$ cat src/rtl/wb_fabric_slot_decoder.sv
// Wishbone slot decoder between the AHB-to-Fabric bridge and four fabric IP slots.
// Slot 3 is the default responder; defaulted transfers to slots 0-2 are counted and logged.
module wb_fabric_slot_decoder #(
  parameter int ADDRWIDTH   = 17,
  parameter int DATAWIDTH   = 32,
  parameter int TOCNT_WIDTH = 8
) (
  input  logic                   WBs_CLK_i,
  input  logic                   WBs_RST_i,
  input  logic [ADDRWIDTH-1:0]   WBs_ADR_i,
  input  logic                   WBs_CYC_i,
  input  logic                   WBs_STB_i,
  output logic [DATAWIDTH-1:0]   WBs_DAT_o,
  output logic                   WBs_ACK_o,
  output logic                   WBs_CYC_S0_o,
  output logic                   WBs_CYC_S1_o,
  output logic                   WBs_CYC_S2_o,
  output logic                   WBs_CYC_S3_o,
  input  logic [DATAWIDTH-1:0]   WBs_DAT_S0_i,
  input  logic [DATAWIDTH-1:0]   WBs_DAT_S1_i,
  input  logic [DATAWIDTH-1:0]   WBs_DAT_S2_i,
  input  logic [DATAWIDTH-1:0]   WBs_DAT_S3_i,
  input  logic                   WBs_ACK_S0_i,
  input  logic                   WBs_ACK_S1_i,
  input  logic                   WBs_ACK_S2_i,
  input  logic                   WBs_ACK_Res_i,
  output logic                   WBs_ACK_IP_o,
  input  logic                   Status_Clr_i,
  output logic [TOCNT_WIDTH-1:0] Timeout_Cnt_o,
  output logic [ADDRWIDTH-1:0]   Timeout_Adr_o,
  output logic                   Timeout_Flag_o
);

  typedef enum logic {IDLE, ACTIVE} state_t;

  state_t     state;
  state_t     state_next;
  logic [1:0] sel_q;
  logic [1:0] adr_slot;
  logic [1:0] slot;
  logic [2:0] user_ack;
  logic       sel_ack;
  logic       default_return;
  logic       timeout_event;
  logic       start;

  assign adr_slot = WBs_ADR_i[ADDRWIDTH-1:ADDRWIDTH-2];
  // The latched slot steers everything once a transfer is under way, so address wiggles are ignored.
  assign slot     = (state == ACTIVE) ? sel_q : adr_slot;

  assign user_ack     = {WBs_ACK_S2_i, WBs_ACK_S1_i, WBs_ACK_S0_i};
  assign WBs_ACK_IP_o = |user_ack;
  assign WBs_ACK_o    = WBs_ACK_IP_o | WBs_ACK_Res_i;

  assign WBs_CYC_S0_o = WBs_CYC_i & ~WBs_RST_i & (slot == 2'd0);
  assign WBs_CYC_S1_o = WBs_CYC_i & ~WBs_RST_i & (slot == 2'd1);
  assign WBs_CYC_S2_o = WBs_CYC_i & ~WBs_RST_i & (slot == 2'd2);
  assign WBs_CYC_S3_o = WBs_CYC_i & ~WBs_RST_i & (slot == 2'd3);

  always_comb begin
    sel_ack = 1'b0;
    case (slot)
      2'd0:    sel_ack = WBs_ACK_S0_i;
      2'd1:    sel_ack = WBs_ACK_S1_i;
      2'd2:    sel_ack = WBs_ACK_S2_i;
      default: sel_ack = 1'b0;
    endcase
  end

  // A responder ack without the user slot's own ack means the default value is being returned.
  assign default_return = (slot != 2'd3) & WBs_ACK_Res_i & ~sel_ack;
  assign timeout_event  = (state == ACTIVE) & default_return;

  always_comb begin
    WBs_DAT_o = WBs_DAT_S0_i;
    case (slot)
      2'd0:    WBs_DAT_o = WBs_DAT_S0_i;
      2'd1:    WBs_DAT_o = WBs_DAT_S1_i;
      2'd2:    WBs_DAT_o = WBs_DAT_S2_i;
      default: WBs_DAT_o = WBs_DAT_S3_i;
    endcase
    if (default_return) begin
      WBs_DAT_o = WBs_DAT_S3_i;
    end
  end

  assign start = WBs_CYC_i & WBs_STB_i & ~WBs_ACK_o;

  always_comb begin
    state_next = state;
    case (state)
      IDLE: begin
        if (start) begin
          state_next = ACTIVE;
        end
      end
      ACTIVE: begin
        if (WBs_ACK_o || !WBs_CYC_i) begin
          state_next = IDLE;
        end
      end
      default: state_next = IDLE;
    endcase
  end

  always_ff @(posedge WBs_CLK_i or posedge WBs_RST_i) begin
    if (WBs_RST_i) begin
      state <= IDLE;
      sel_q <= 2'd0;
    end else begin
      state <= state_next;
      if (state == IDLE && start) begin
        sel_q <= adr_slot;
      end
    end
  end

  // An event in the same cycle as a clear wins, leaving a count of one.
  always_ff @(posedge WBs_CLK_i or posedge WBs_RST_i) begin
    if (WBs_RST_i) begin
      Timeout_Cnt_o  <= '0;
      Timeout_Adr_o  <= '0;
      Timeout_Flag_o <= 1'b0;
    end else if (timeout_event) begin
      Timeout_Adr_o  <= WBs_ADR_i;
      Timeout_Flag_o <= 1'b1;
      if (Status_Clr_i) begin
        Timeout_Cnt_o <= TOCNT_WIDTH'(1);
      end else if (Timeout_Cnt_o != {TOCNT_WIDTH{1'b1}}) begin
        Timeout_Cnt_o <= Timeout_Cnt_o + TOCNT_WIDTH'(1);
      end
    end else if (Status_Clr_i) begin
      Timeout_Cnt_o  <= '0;
      Timeout_Adr_o  <= '0;
      Timeout_Flag_o <= 1'b0;
    end
  end

endmodule

$ cat config.mk
export PLATFORM = sky130hd
export DESIGN_NAME = wb_fabric_slot_decoder
export DESIGN_NICKNAME = d
export VERILOG_FILES = /design/src/rtl/wb_fabric_slot_decoder.sv
export SDC_FILE = /design/constraint.sdc
export NUM_CORES = 1
export LEC_CHECK = 0
export ABC_CLOCK_PERIOD_IN_PS = 2700
export CELL_PAD_IN_SITES_DETAIL_PLACEMENT = 2
export CELL_PAD_IN_SITES_GLOBAL_PLACEMENT = 2
export CORE_AREA = 2 2 128 130
export CTS_BUF_LIST = sky130_fd_sc_hd__clkbuf_2 sky130_fd_sc_hd__clkbuf_4 sky130_fd_sc_hd__clkbuf_8
export DETAILED_ROUTE_END_ITERATION = 16
export DIE_AREA = 0 0 130 132
export MAX_ROUTING_LAYER = met4
export PLACE_DENSITY = 0.81
export SYNTH_ARGS = -nofsm -noshare
export SYNTH_HDL_FRONTEND = slang
export SYNTH_SLANG_ARGS = --single-unit
$ cat constraint.sdc
create_clock -name WBs_CLK_i -period 2.7 [get_ports WBs_CLK_i]
set_clock_uncertainty 0.2 [all_clocks]
set_input_delay 0.54 -clock WBs_CLK_i [delete_from_list [all_inputs] [get_ports WBs_CLK_i]]
set_output_delay 0.54 -clock WBs_CLK_i [all_outputs]
set_load 0.01 [all_outputs]
==> reports/summary.json, run 1 <==
{
  "synthesis": {
    "synth.cell_area_mm2": 0.002629,
    "synth.yosys.seq_area_share_pct": 27.61,
    "post_synth_main_area_contributors": "dfrtp_1 28%, mux2_4 18%, mux2i_1 13%",
    "synth.cells.most_frequent": "39 x nand2_1, 33 x mux2i_1, 33 x o2bb2ai_1",
    "muxShareOfSynthArea_pct": 32.41,
    "yosysTopAreaCellShare_pct": 27.61,
    "ys_dominant_reg_cell": "dfrtp_1",
    "synthAdderAreaFrac_pct": 0.4760,
    "synth_largest_area_cell": "dfrtp_1",
    "synth_cell_types": 40,
    "post_synth_xor_area_fraction_pct": 0,
    "synth-seq-cells": 29,
    "synth_top_family_by_area": "multiplexers",
    "post-synth-top-count-cell": "nand2_1",
    "yosysWarningCount": 0,
    "synth_async_sr_flop_share_pct": 100.0,
    "synth_cells": 268,
    "synth_compound_gate_area_share_pct": 19.23,
    "post_synth_and_or_nand_nor_area_fraction_pct": 14.56,
    "synth_edf_count": 0,
    "syn_area_per_cell_um2": 9.809,
    "synthesis.nets": 423
  },
  "clock_tree": {
    "clock_tree_from_tritoncts": "yes",
    "clk_sink_count": 29,
    "clkLatencyLatePin_ps": 280,
    "clkTransAtPathRegs_ps": 70,
    "cts_root_buffer": "clkbuf_8",
    "max_clock_buf_depth": 2,
    "numCtsBuffers": 5,
    "cts-hold-fix-buffers": 0,
    "cts_htree_levels": 2
  },
  "sta": {
    "max_clock_freq_ghz": 0.3379,
    "slew-limit-headroom_pct": 73.03,
    "post-route-period-util_pct": 109.6,
    "timing.final.crit_period_ps": 2959,
    "final-max-slew-violation-count": 0,
    "worst_pin_slew_ps": 404.6,
    "grt_setup_unrepaired": "yes",
    "report.final.hold_viol_count": 0,
    "setup-violations-final": 32,
    "post-route-worst-setup-slack_ps": -259.0
  },
  "worst_setup_path": {
    "r2r_slack_ps": 490,
    "crit_type": "input port to output pin",
    "cp_data_required_time_ps": 1960,
    "worst_r2r_endpoint": "Timeout_Cnt_o[5]$_DFFE_PP0P_",
    "cp-end-kind": "output pin",
    "cp-start-kind": "input port",
    "critical_path_arrival_ps": 2220,
    "r2r_start": "Timeout_Cnt_o[0]$_DFFE_PP0P_",
    "cell_depth_of_the_worst_flop_to_flop_path": 5,
    "worst-path-max-fanout": 8
  },
  "hold_path": {
    "hold_path_startpoint": "Timeout_Flag_o$_DFFE_PP0P_",
    "whs_endpoint": "Timeout_Flag_o$_DFFE_PP0P_",
    "hold_removal_path_class": "flop to flop",
    "hold_path_depth": 1
  },
  "floorplanning": {
    "dieHeight_um": 132,
    "fp.dieArea_mm2": 0.01716,
    "initial_utilization_pct": 16.73,
    "rows": 46,
    "die_w_um": 130,
    "io-pin-count": 218,
    "placeableCoreArea_mm2": 0.01571
  },
  "detailed_routing": {
    "drt-pass1-iter-count": 4,
    "routed_wirelength_mm": 14.35,
    "number_of_design_rule_violations_left_after_detail_routing": 0,
    "drt-initial-drc-count": 28,
    "viasPerCell": 4.331,
    "detailroute.via_count": 3140,
    "detail_route_antenna_nets": 0,
    "detail_route.wl_per_cell_um": 19.79
  },
  "layout": {
    "synthToLayoutAreaGrowth_pct": 109.1,
    "final_nets": 659,
    "fillerInstances": 1703,
    "fraction_of_layout_instances_using_a_drive_strength_above_1_pct": 25.74,
    "final_core_util_pct": 34.99
  },
  "global_route": {
    "gr-total-overflow": 0,
    "grt_pass1_vias": 3531,
    "grt_first_pass_wirelength_mm": 20.99,
    "grt.total_usage_pct": 16.44,
    "antenna_found_initial": 4,
    "grt_start_max_net_pins": 30
  },
  "outcome": {
    "violated_checks": "negative setup slack",
    "run_status": "complete, but fails checks"
  },
  "power_and_ir_drop": {
    "vdd_drop_max_v": 0.0001996,
    "static-leakage-power_nw": 2.293,
    "cellPowerDensity_mw_per_mm2": 294.4
  },
  "placed_design": {
    "placement.setup.worst_slack_ps": -898.8,
    "dp_hpwl_mm": 11.79,
    "portBuffers": 217,
    "gpl.final_weighted_congestion": 0.7619
  },
  "job": {
    "max_cap_viol_count": 0
  }
}
-- worst max-delay path, cell delays in order --
cell and delay [ps]:
dlygate4sd2_1 250, mux2_4 310, nor4b_4 310, a211oi_4 60
buf_12 160, buf_12 140, mux2_4 310, buf_6 130
-- metrics by stage --
step | area, µm² | hold slack, ps | total power [mW] | instances | TNS (ps)
6_report | 5498 | 305.7 | 1.619 | 725 | -7556
3_3_place_gp | 5255 | 272.2 | 1.201 | 709 | -28170
4_1_cts | 5461 | 312.2 | 1.634 | 721 | -8875
3_5_place_dp | 5255 | 281.9 | 1.225 | 709 | -30270
2_1_floorplan | 2633 | 253.7 | 0.7503 | 268 | 0
5_1_grt | 5498 | 342.6 | 1.694 | 725 | -9364
-- cell families (layout without fill, tap and decap cells) --
group,Yosys count,count (layout)
AO/OA/AOI/OAI,68,68
flip-flops,29,29
AND/OR/NAND/NOR,73,73
other,0,4
multiplexers,69,69
buffers and inverters,28,265
adder cells (fa/ha/maj),1,1
-- final cells by class --
| class | instances | area, µm² | area share [%] |
|---|---|---|---|
| sequential | 29 | 726.9 | 13.22 |
| tap | 216 | 270.3 | 4.916 |
| multi-input combinational | 211 | 1818 | 33.07 |
| clock buffer | 5 | 68.82 | 1.252 |
| timing repair buffer | 252 | 2564 | 46.63 |
| inverter | 5 | 22.52 | 0.4096 |
| antenna | 4 | 10.01 | 0.1821 |
| clock inverter | 3 | 17.52 | 0.3186 |
-- layer usage --
| metal | global-route usage (%) | vias to the layer above | wire length (µm) | share of wire [%] |
|---|---|---|---|---|
| met4 | 2.927 | 0 | 212 | 1.5 |
| met3 | 4.911 | 12 | 1219 | 8.5 |
| met5 | - | - | 0 | 0 |
| met2 | 30.72 | 139 | 7496 | 52 |
| li1 | - | 1484 | - | - |
| met1 | 16.92 | 1505 | 5418 | 38 |
-- state kept, by name, summed over array words and instances (netlist names) --
signal and cells:
Timeout_Cnt_o 8, Timeout_Adr_o 17, Timeout_Flag_o 1, state 1
sel_q 2
-- cell usage in the layout, fill, tap and decap left out, drive strengths merged, types with 3 or more instances in the layout --
| cell | Yosys | routed |
|---|---|---|
| clkdlybuf4s50 | 0 | 174 |
| and4 | 3 | 3 |
| mux2 | 36 | 36 |
| a21oi | 3 | 3 |
| o2bb2ai | 33 | 33 |
| buf | 9 | 69 |
| mux2i | 33 | 33 |
| nor3 | 3 | 3 |
| o21ai | 22 | 22 |
| nand2 | 39 | 39 |
| nor2 | 3 | 3 |
| dfrtp | 29 | 29 |
| nand3 | 3 | 3 |
| inv | 5 | 4 |
| clkbuf | 14 | 6 |
| diode | 0 | 4 |
| nor2b | 4 | 4 |
| or4 | 3 | 3 |
| dlygate4sd2 | 0 | 7 |
| nand4 | 3 | 3 |
-- power by group --
part | internal [mW] | total, mW | switching [mW]
sequential | 0.442 | 0.448 | 0.00608
combinational | 0.520 | 0.813 | 0.293
clock | 0.178 | 0.358 | 0.180
total | 1.14 | 1.62 | 0.479
-- timing repair --
| action | in CTS | in global routing |
|---|---|---|
| setup endpoints to repair | 38 | 35 |
| gates resized for setup | 200 | 10 |
| pin swaps | 5 | 2 |
| gates cloned | 1 | 0 |
| buffers inserted | 3 | 0 |
-- how the worst max path moves through the flow --
stage	start	to	cells past startpoint
3_3_place_gp	WBs_ADR_i[15]	WBs_DAT_o[11]	7
3_5_place_dp	WBs_ADR_i[15]	WBs_DAT_o[4]	8
5_1_grt	state$_DFF_PP0_	WBs_DAT_o[6]	7
2_1_floorplan	WBs_ADR_i[15]	WBs_DAT_o[10]	6
4_1_cts	state$_DFF_PP0_	WBs_DAT_o[8]	7
6_report	WBs_ADR_i[16]	WBs_DAT_o[28]	8
Note: power is estimated with default switching activity, not from simulation.
==> inputs of run 2 (changes only) <==
--- a/config.mk
+++ b/config.mk
@@ -8,12 +8,13 @@
 export ABC_CLOCK_PERIOD_IN_PS = 2700
 export CELL_PAD_IN_SITES_DETAIL_PLACEMENT = 2
 export CELL_PAD_IN_SITES_GLOBAL_PLACEMENT = 2
-export CORE_AREA = 2 2 128 130
+export CORE_AREA = 2 2 97 99
 export CTS_BUF_LIST = sky130_fd_sc_hd__clkbuf_2 sky130_fd_sc_hd__clkbuf_4 sky130_fd_sc_hd__clkbuf_8
 export DETAILED_ROUTE_END_ITERATION = 16
-export DIE_AREA = 0 0 130 132
+export DIE_AREA = 0 0 99 101
+export DONT_BUFFER_PORTS = 1
 export MAX_ROUTING_LAYER = met4
-export PLACE_DENSITY = 0.81
+export PLACE_DENSITY = 0.73
 export SYNTH_ARGS = -nofsm -noshare
 export SYNTH_HDL_FRONTEND = slang
 export SYNTH_SLANG_ARGS = --single-unit
==> reports/summary.json, run 2 (same netlist as run 1, synthesis figures left out) <==
{
  "worst_setup_path": {
    "crit_type": "flop to output pin",
    "r2r_start": "Timeout_Cnt_o[0]$_DFFE_PP0P_",
    "critical_path_arrival": {"value": 2040, "unit": "ps", "change": "-180 ps"},
    "cp-end-kind": "output pin",
    "cp_data_required_time": {"value": 1960, "unit": "ps", "change": "about the same"},
    "cp-start-kind": "flop",
    "worst-path-max-fanout": {"value": 8, "change": "unchanged"},
    "r2r_slack": {"value": 430, "unit": "ps", "change": "-60 ps"},
    "cell_depth_of_the_worst_flop_to_flop_path": {"value": 5, "change": "unchanged"},
    "worst_r2r_endpoint": "Timeout_Cnt_o[3]$_DFFE_PP0P_"
  },
  "clock_tree": {
    "cts_htree_levels": {"value": 2, "change": "unchanged"},
    "numCtsBuffers": {"value": 5, "change": "unchanged"},
    "clock_tree_from_tritoncts": "yes",
    "clkLatencyLatePin": {"value": 280, "unit": "ps", "change": "about the same"},
    "clkTransAtPathRegs": {"value": 70, "unit": "ps", "change": "about the same"},
    "clk_sink_count": {"value": 29, "change": "unchanged"},
    "max_clock_buf_depth": {"value": 2, "change": "unchanged"},
    "cts_root_buffer": "clkbuf_8",
    "cts-hold-fix-buffers": {"value": 0, "change": "unchanged"}
  },
  "layout": {
    "postLayoutCellArea": {"value": 0.003027, "unit": "mm²", "change": "-45%"},
    "num_antenna_cells": {"value": 0, "change": "-4"},
    "layout_common_cells": "39 x nand2_1, 33 x mux2_4, 33 x o2bb2ai_1",
    "synthToLayoutAreaGrowth_pct": 15.14,
    "fraction_of_layout_instances_using_a_drive_strength_above_1": {"value": 26.20, "unit": "%", "change": "+0.46 points"},
    "final_nets": {"value": 425, "change": "-36%"},
    "top_register": "Timeout_Adr_o",
    "reg_top3": "Timeout_Adr_o (17), Timeout_Cnt_o (8), sel_q (2)",
    "number_of_flip_flops_under_the_largest_register_name": {"value": 17, "change": "unchanged"},
    "final_common_cell": "nand2_1"
  },
  "sta": {
    "grt_setup_unrepaired": "yes",
    "setup-violations-final": {"value": 32, "change": "unchanged"},
    "timing.final.crit_period": {"value": 2782, "unit": "ps", "change": "-176.8 ps"},
    "worst_pin_slew": {"value": 601.1, "unit": "ps", "change": "+196.5 ps"},
    "max_clock_freq": {"value": 0.3594, "unit": "GHz", "change": "+6.4%"},
    "slew-limit-headroom": {"value": 59.88, "unit": "%", "change": "-13 points"},
    "whs": {"value": 49.31, "unit": "ps", "change": "-256.4 ps"},
    "report.final.hold_viol_count": {"value": 0, "change": "unchanged"},
    "finalSetupTns": {"value": -2329, "unit": "ps", "change": "+5227 ps"},
    "post-route-worst-setup-slack": {"value": -82.20, "unit": "ps", "change": "+176.8 ps"},
    "final-max-slew-violation-count": {"value": 0, "change": "unchanged"},
    "post-route-period-util": {"value": 103.0, "unit": "%", "change": "-6.5 points"}
  },
  "floorplanning": {
    "die_w": {"value": 99, "unit": "µm", "change": "-24%"},
    "rows": {"value": 35, "change": "-24%"},
    "initial_utilization": {"value": 29.28, "unit": "%", "change": "+13 points"},
    "dieHeight": {"value": 101, "unit": "µm", "change": "-23%"},
    "placeableCoreArea": {"value": 0.008977, "unit": "mm²", "change": "-43%"},
    "fp.dieArea": {"value": 0.009999, "unit": "mm²", "change": "-42%"},
    "io-pin-count": {"value": 218, "change": "unchanged"}
  },
  "placed_design": {
    "gpl.final_weighted_congestion": {"value": 0.8012, "change": "+5.2%"},
    "placement.setup.worst_slack": {"value": 52.04, "unit": "ps", "change": "+950.8 ps"},
    "dp_hpwl": {"value": 7.282, "unit": "mm", "change": "-38%"},
    "portBuffers": {"value": 0, "change": "-100%"},
    "placed_instance_area": {"value": 0.002764, "unit": "mm²", "change": "-47%"}
  },
  "power_and_ir_drop": {
    "pwr-share-comb": {"value": 29.6, "unit": "%", "change": "-21 points"},
    "vdd_drop_max": {"value": 0.0002150, "unit": "V", "change": "+7.8%"},
    "cellPowerDensity": {"value": 435.7, "unit": "mW/mm²", "change": "+48%"},
    "power.share.clock": {"value": 35.9, "unit": "%", "change": "+14 points"},
    "p_sw": {"value": 375.9, "unit": "µW", "change": "-22%"},
    "p_sw_share": {"value": 28.50, "unit": "%", "change": "-1.1 points"},
    "static-leakage-power": {"value": 1.311, "unit": "nW", "change": "-43%"},
    "p_seq_share": {"value": 34.5, "unit": "%", "change": "+6.8 points"},
    "internal_power": {"value": 942.9, "unit": "µW", "change": "-17%"}
  },
  "global_route": {
    "gr-total-overflow": {"value": 0, "change": "unchanged"},
    "grt.total_usage": {"value": 17.98, "unit": "%", "change": "+1.5 points"},
    "grt_pass1_vias": {"value": 2403, "change": "-32%"},
    "grt_start_max_net_pins": {"value": 34, "change": "+13%"},
    "grt_first_pass_wirelength": {"value": 13.65, "unit": "mm", "change": "-35%"},
    "antenna_found_initial": {"value": 0, "change": "-4"}
  },
  "detailed_routing": {
    "detail_route_antenna_nets": {"value": 0, "change": "unchanged"},
    "detail_route.wl_per_cell": {"value": 25.14, "unit": "µm", "change": "+27%"},
    "number_of_design_rule_violations_left_after_detail_routing": {"value": 0, "change": "unchanged"},
    "drt-initial-drc-count": {"value": 35, "change": "+25%"},
    "drt-pass1-iter-count": {"value": 4, "change": "unchanged"},
    "routed_wirelength": {"value": 9.605, "unit": "mm", "change": "-33%"},
    "detailroute.via_count": {"value": 2196, "change": "-30%"},
    "viasPerCell": {"value": 5.749, "change": "+33%"}
  },
  "hold_path": {
    "hold_removal_path_class": "input port to async pin"
  },
  "outcome": {
    "violated_checks": "negative setup slack",
    "run_status": "complete, but fails checks"
  },
  "job": {
    "max_cap_viol_count": {"value": 0, "change": "unchanged"}
  }
}
run 2: cell types whose count changed in the layout (fill, tap and decap cells not counted), moves of 5 or more:
cell | previous run | this run
clkdlybuf4s50_1 | 174 | 0
buf_12 | 7 | 2
dlygate4sd2_1 | 7 | 0
buf_6 | 34 | 3
buf_4 | 24 | 10
run 2: how the worst max path moves through the flow:
stage,from,end,slack [ps],cells past startpoint
floorplan,WBs_ADR_i[15],WBs_DAT_o[10],130,6
global placement,state$_DFF_PP0_,WBs_DAT_o[0],100,5
detailed placement,state$_DFF_PP0_,WBs_DAT_o[31],50,5
CTS,state$_DFF_PP0_,WBs_DAT_o[11],-90,6
global route,state$_DFF_PP0_,WBs_DAT_o[22],-160,6
finish,state$_DFF_PP0_,WBs_DAT_o[31],-80,6
run 2: worst max-delay path, cell delays in order, from the launching register on:
cell and delay, ps:
dfrtp_2 440, mux2_4 350, nor4b_4 270, a211oi_4 80, buf_6 150, buf_16 150, mux2_4 330
run 2: cell type report:
| cell class | instances | area, µm² |
|---|---|---|
| clock inverter | 2 | 37.54 |
| multi-input combinational | 211 | 1787 |
| inverter | 5 | 22.52 |
| tap | 111 | 138.9 |
| sequential | 29 | 726.9 |
| timing repair buffer | 18 | 231.5 |
| clock buffer | 6 | 82.58 |
| fill | 1011 | 5951 |
run 2: metrics by stage:
step | total power [mW] | util, % | std cells
after floorplan | 0.7503 | - | 268
after global placement | 0.7992 | 30.79 | 367
after detailed placement | 0.8089 | 30.79 | 367
after CTS | 1.334 | 33.67 | 382
after global routing | 1.375 | 33.71 | 382
final | 1.319 | 33.71 | 382
run 2: power groups by stage:
| stage | Sequential, mW | Clock (mW) | Combinational [mW] |
|---|---|---|---|
| 6_report | 0.455 | 0.474 | 0.390 |
| 5_1_grt | 0.456 | 0.506 | 0.412 |
| 4_1_cts | 0.455 | 0.487 | 0.392 |
| 3_5_place_dp | 0.463 | 0 | 0.346 |
| 3_3_place_gp | 0.462 | 0 | 0.337 |
| 2_1_floorplan | 0.457 | 0 | 0.293 |
run 2: layer usage:
layer  global-route usage (%)  up-vias  wire (µm)
li1                         -     1008          -
met1                    18.41     1082       3294
met2                    34.46      102       5349
met3                    5.340        4        909
met4                    2.740        0         52
met5                        -        -          0
run 2: repair_timing:
| action | in CTS | in global routing |
|---|---|---|
| setup endpoints to repair | 32 | 33 |
| pin swaps | 2 | 0 |
| buffers inserted | 4 | 0 |
| cloned | 3 | 0 |
| resized for setup | 11 | 1 |
==> inputs of run 3 (changes only) <==
--- a/config.mk
+++ b/config.mk
@@ -13,6 +13,7 @@
 export DETAILED_ROUTE_END_ITERATION = 16
 export DIE_AREA = 0 0 99 101
 export DONT_BUFFER_PORTS = 1
+export HOLD_SLACK_MARGIN = 0.06
 export MAX_ROUTING_LAYER = met4
 export PLACE_DENSITY = 0.73
 export SYNTH_ARGS = -nofsm -noshare
==> reports/summary.json, run 3 (same netlist as run 1, synthesis figures left out) <==
{
  "worst_setup_path": {
    "path_delay_family": "multiplexers",
    "cp-start-kind": "flop",
    "crit_slowest_cell": "dfrtp_2",
    "critPathLaunch": "state$_DFF_PP0_",
    "r2r_slack": {"value": 430, "unit": "ps", "change": "about the same"},
    "worst-path-max-fanout": {"value": 8, "change": "unchanged"},
    "path_buf_inv": {"value": 2, "change": "unchanged"},
    "r2r_start": "Timeout_Cnt_o[0]$_DFFE_PP0P_",
    "cp_slowest_stage_delay": {"value": 440, "unit": "ps", "change": "about the same"},
    "critical_path.most_common_cell": "mux2_4",
    "crit_path_cell_trace": "mux2_4, nor4b_4, a211oi_4, buf_6, buf_16, mux2_4",
    "critPathCapture": "WBs_DAT_o[31]",
    "depth_of_the_critical_timing_path_with_buffers_and_inverters_included": {"value": 6, "change": "unchanged"},
    "crit_type": "flop to output pin",
    "cp-end-kind": "output pin",
    "cell_depth_of_the_worst_flop_to_flop_path": {"value": 5, "change": "unchanged"},
    "critical_path_arrival": {"value": 2040, "unit": "ps", "change": "about the same"},
    "worst_r2r_endpoint": "Timeout_Cnt_o[3]$_DFFE_PP0P_",
    "cp_data_required_time": {"value": 1960, "unit": "ps", "change": "about the same"}
  },
  "layout": {
    "final_nets": {"value": 426, "change": "+0.24%"},
    "layout_common_cells": "39 x nand2_1, 33 x mux2_4, 33 x o2bb2ai_1",
    "num_antenna_cells": {"value": 0, "change": "unchanged"},
    "top_register": "Timeout_Adr_o",
    "number_of_flip_flops_under_the_largest_register_name": {"value": 17, "change": "unchanged"},
    "fillerInstances": {"value": 1009, "change": "-0.20%"},
    "layoutNonFillerInstCount": {"value": 383, "change": "+0.26%"},
    "final_common_cell": "nand2_1",
    "multi_input_gate_area_in_the_final_layout": {"value": 0.001787, "unit": "mm²", "change": "unchanged"},
    "reg_top3": "Timeout_Adr_o (17), Timeout_Cnt_o (8), sel_q (2)",
    "synthToLayoutAreaGrowth_pct": 15.52,
    "fraction_of_layout_instances_using_a_drive_strength_above_1": {"value": 26.10, "unit": "%", "change": "-0.096 points"},
    "seqCellArea": {"value": 726.9, "unit": "µm²", "change": "unchanged"}
  },
  "placed_design": {
    "placement.setup.worst_slack": {"value": 52.04, "unit": "ps", "change": "unchanged"},
    "dpl.cell_count": {"value": 367, "change": "unchanged"},
    "gpl.final_weighted_congestion": {"value": 0.8012, "change": "unchanged"},
    "portBuffers": {"value": 0, "change": "unchanged"},
    "dp_hpwl": {"value": 7.282, "unit": "mm", "change": "unchanged"}
  },
  "detailed_routing": {
    "viasPerCell": {"value": 5.726, "change": "-0.40%"},
    "detailroute.via_count": {"value": 2193, "change": "-0.14%"},
    "detail_route.wl_per_cell": {"value": 25.09, "unit": "µm", "change": "-0.20%"},
    "detail_route_antenna_nets": {"value": 0, "change": "unchanged"},
    "routed_wirelength": {"value": 9.611, "unit": "mm", "change": "about the same"},
    "drt-pass1-iter-count": {"value": 4, "change": "unchanged"},
    "drt-initial-drc-count": {"value": 35, "change": "unchanged"},
    "number_of_design_rule_violations_left_after_detail_routing": {"value": 0, "change": "unchanged"}
  },
  "clock_tree": {
    "clkLatencyLatePin": {"value": 280, "unit": "ps", "change": "about the same"},
    "clock_tree_from_tritoncts": "yes",
    "cts_root_buffer": "clkbuf_8",
    "numCtsBuffers": {"value": 5, "change": "unchanged"},
    "clk_sink_count": {"value": 29, "change": "unchanged"},
    "cts_htree_levels": {"value": 2, "change": "unchanged"},
    "clkTransAtPathRegs": {"value": 70, "unit": "ps", "change": "about the same"},
    "max_clock_buf_depth": {"value": 2, "change": "unchanged"}
  },
  "outcome": {
    "run_status": "complete, but fails checks",
    "violated_checks": "negative setup slack"
  },
  "sta": {
    "final-max-slew-violation-count": {"value": 0, "change": "unchanged"},
    "timing.final.crit_period": {"value": 2782, "unit": "ps", "change": "+0.1221 ps"},
    "post-route-period-util": {"value": 103.0, "unit": "%", "change": "about the same"},
    "report.final.hold_viol_count": {"value": 0, "change": "unchanged"},
    "post-route-worst-setup-slack": {"value": -82.32, "unit": "ps", "change": "-0.1221 ps"},
    "grt_setup_unrepaired": "yes",
    "max_clock_freq": {"value": 0.3594, "unit": "GHz", "change": "about the same"},
    "slew-limit-headroom": {"value": 59.79, "unit": "%", "change": "-0.098 points"},
    "whs": {"value": 117.2, "unit": "ps", "change": "+67.87 ps"},
    "worst_pin_slew": {"value": 602.6, "unit": "ps", "change": "+1.471 ps"},
    "setup-violations-final": {"value": 32, "change": "unchanged"}
  },
  "global_route": {
    "antenna_found_initial": {"value": 0, "change": "unchanged"},
    "grt_pass1_vias": {"value": 2417, "change": "+0.58%"},
    "grt_first_pass_wirelength": {"value": 13.70, "unit": "mm", "change": "+0.35%"},
    "grt_start_max_net_pins": {"value": 34, "change": "unchanged"},
    "gr-total-overflow": {"value": 0, "change": "unchanged"},
    "grt.total_usage": {"value": 18.03, "unit": "%", "change": "+0.045 points"}
  },
  "floorplanning": {
    "rows": {"value": 35, "change": "unchanged"},
    "die_w": {"value": 99, "unit": "µm", "change": "unchanged"},
    "placeableCoreArea": {"value": 0.008977, "unit": "mm²", "change": "unchanged"},
    "fp.dieArea": {"value": 0.009999, "unit": "mm²", "change": "unchanged"},
    "initial_utilization": {"value": 29.28, "unit": "%", "change": "unchanged"},
    "dieHeight": {"value": 101, "unit": "µm", "change": "unchanged"},
    "io-pin-count": {"value": 218, "change": "unchanged"}
  },
  "power_and_ir_drop": {
    "static-leakage-power": {"value": 1.315, "unit": "nW", "change": "+0.32%"},
    "finalPower": {"value": 1.321, "unit": "mW", "change": "+0.14%"},
    "cellPowerDensity": {"value": 434.9, "unit": "mW/mm²", "change": "-0.19%"},
    "vdd_drop_max": {"value": 0.0002142, "unit": "V", "change": "-0.39%"}
  },
  "hold_path": {
    "hold_removal_path_class": "input port to flop"
  },
  "job": {
    "max_cap_viol_count": {"value": 0, "change": "unchanged"}
  }
}
run 3: changes by cell type in the layout (fill, tap and decap cells not counted):
| cell | previous run | this run |
|---|---|---|
| dlygate4sd3_1 | 0 | 1 |
run 3: worst min path at each step:
stage	from	end	slack, ps	cells past startpoint
CTS	Status_Clr_i	Timeout_Cnt_o[1]$_DFFE_PP0P_	110	1
finish	Status_Clr_i	Timeout_Cnt_o[1]$_DFFE_PP0P_	120	1
global route	Status_Clr_i	Timeout_Cnt_o[1]$_DFFE_PP0P_	110	1
floorplan	WBs_RST_i	Timeout_Adr_o[0]$_DFFE_PP0P_	250	1
detailed placement	Timeout_Flag_o$_DFFE_PP0P_	Timeout_Flag_o$_DFFE_PP0P_	350	1
global placement	Timeout_Flag_o$_DFFE_PP0P_	Timeout_Flag_o$_DFFE_PP0P_	350	1
run 3: layout make-up:
cell class	instances	area share, %
sequential	29	23.94
timing repair buffer	19	7.952
tap	111	4.574
clock buffer	6	2.719
multi-input combinational	211	58.84
inverter	5	0.7417
clock inverter	2	1.236
run 3: stage by stage:
step	cell area (µm²)	utilization, %	TNS (ps)
after floorplan	2633	-	0
after global placement	2764	30.79	0
after detailed placement	2764	30.79	0
after CTS	3033	33.78	-2562
after global routing	3037	33.83	-4828
final	3037	33.83	-2331
run 3: what timing repair did:
action	4_1_cts	5_1_grt
pin swaps	2	0
endpoints found under the setup margin	32	33
setup buffers	4	0
hold buffers	1	0
gates cloned	3	0
resized for setup	11	1
hold endpoints to repair	10	0
run 3: metal layers:
metal  routed length, µm  vias to the layer above  track usage [%]
met5                   0                        -                -
met4                  52                        0            2.740
met3                 914                        4            5.340
met2                5362                      104            34.62
met1                3281                     1075            18.41
li1                    -                     1010                -
run 3: where the power goes:
group,internal [mW],switching (mW),total (mW)
Sequential,0.442,0.0128,0.455
Combinational,0.202,0.190,0.392
Clock,0.300,0.174,0.474
Total,0.944,0.377,1.32
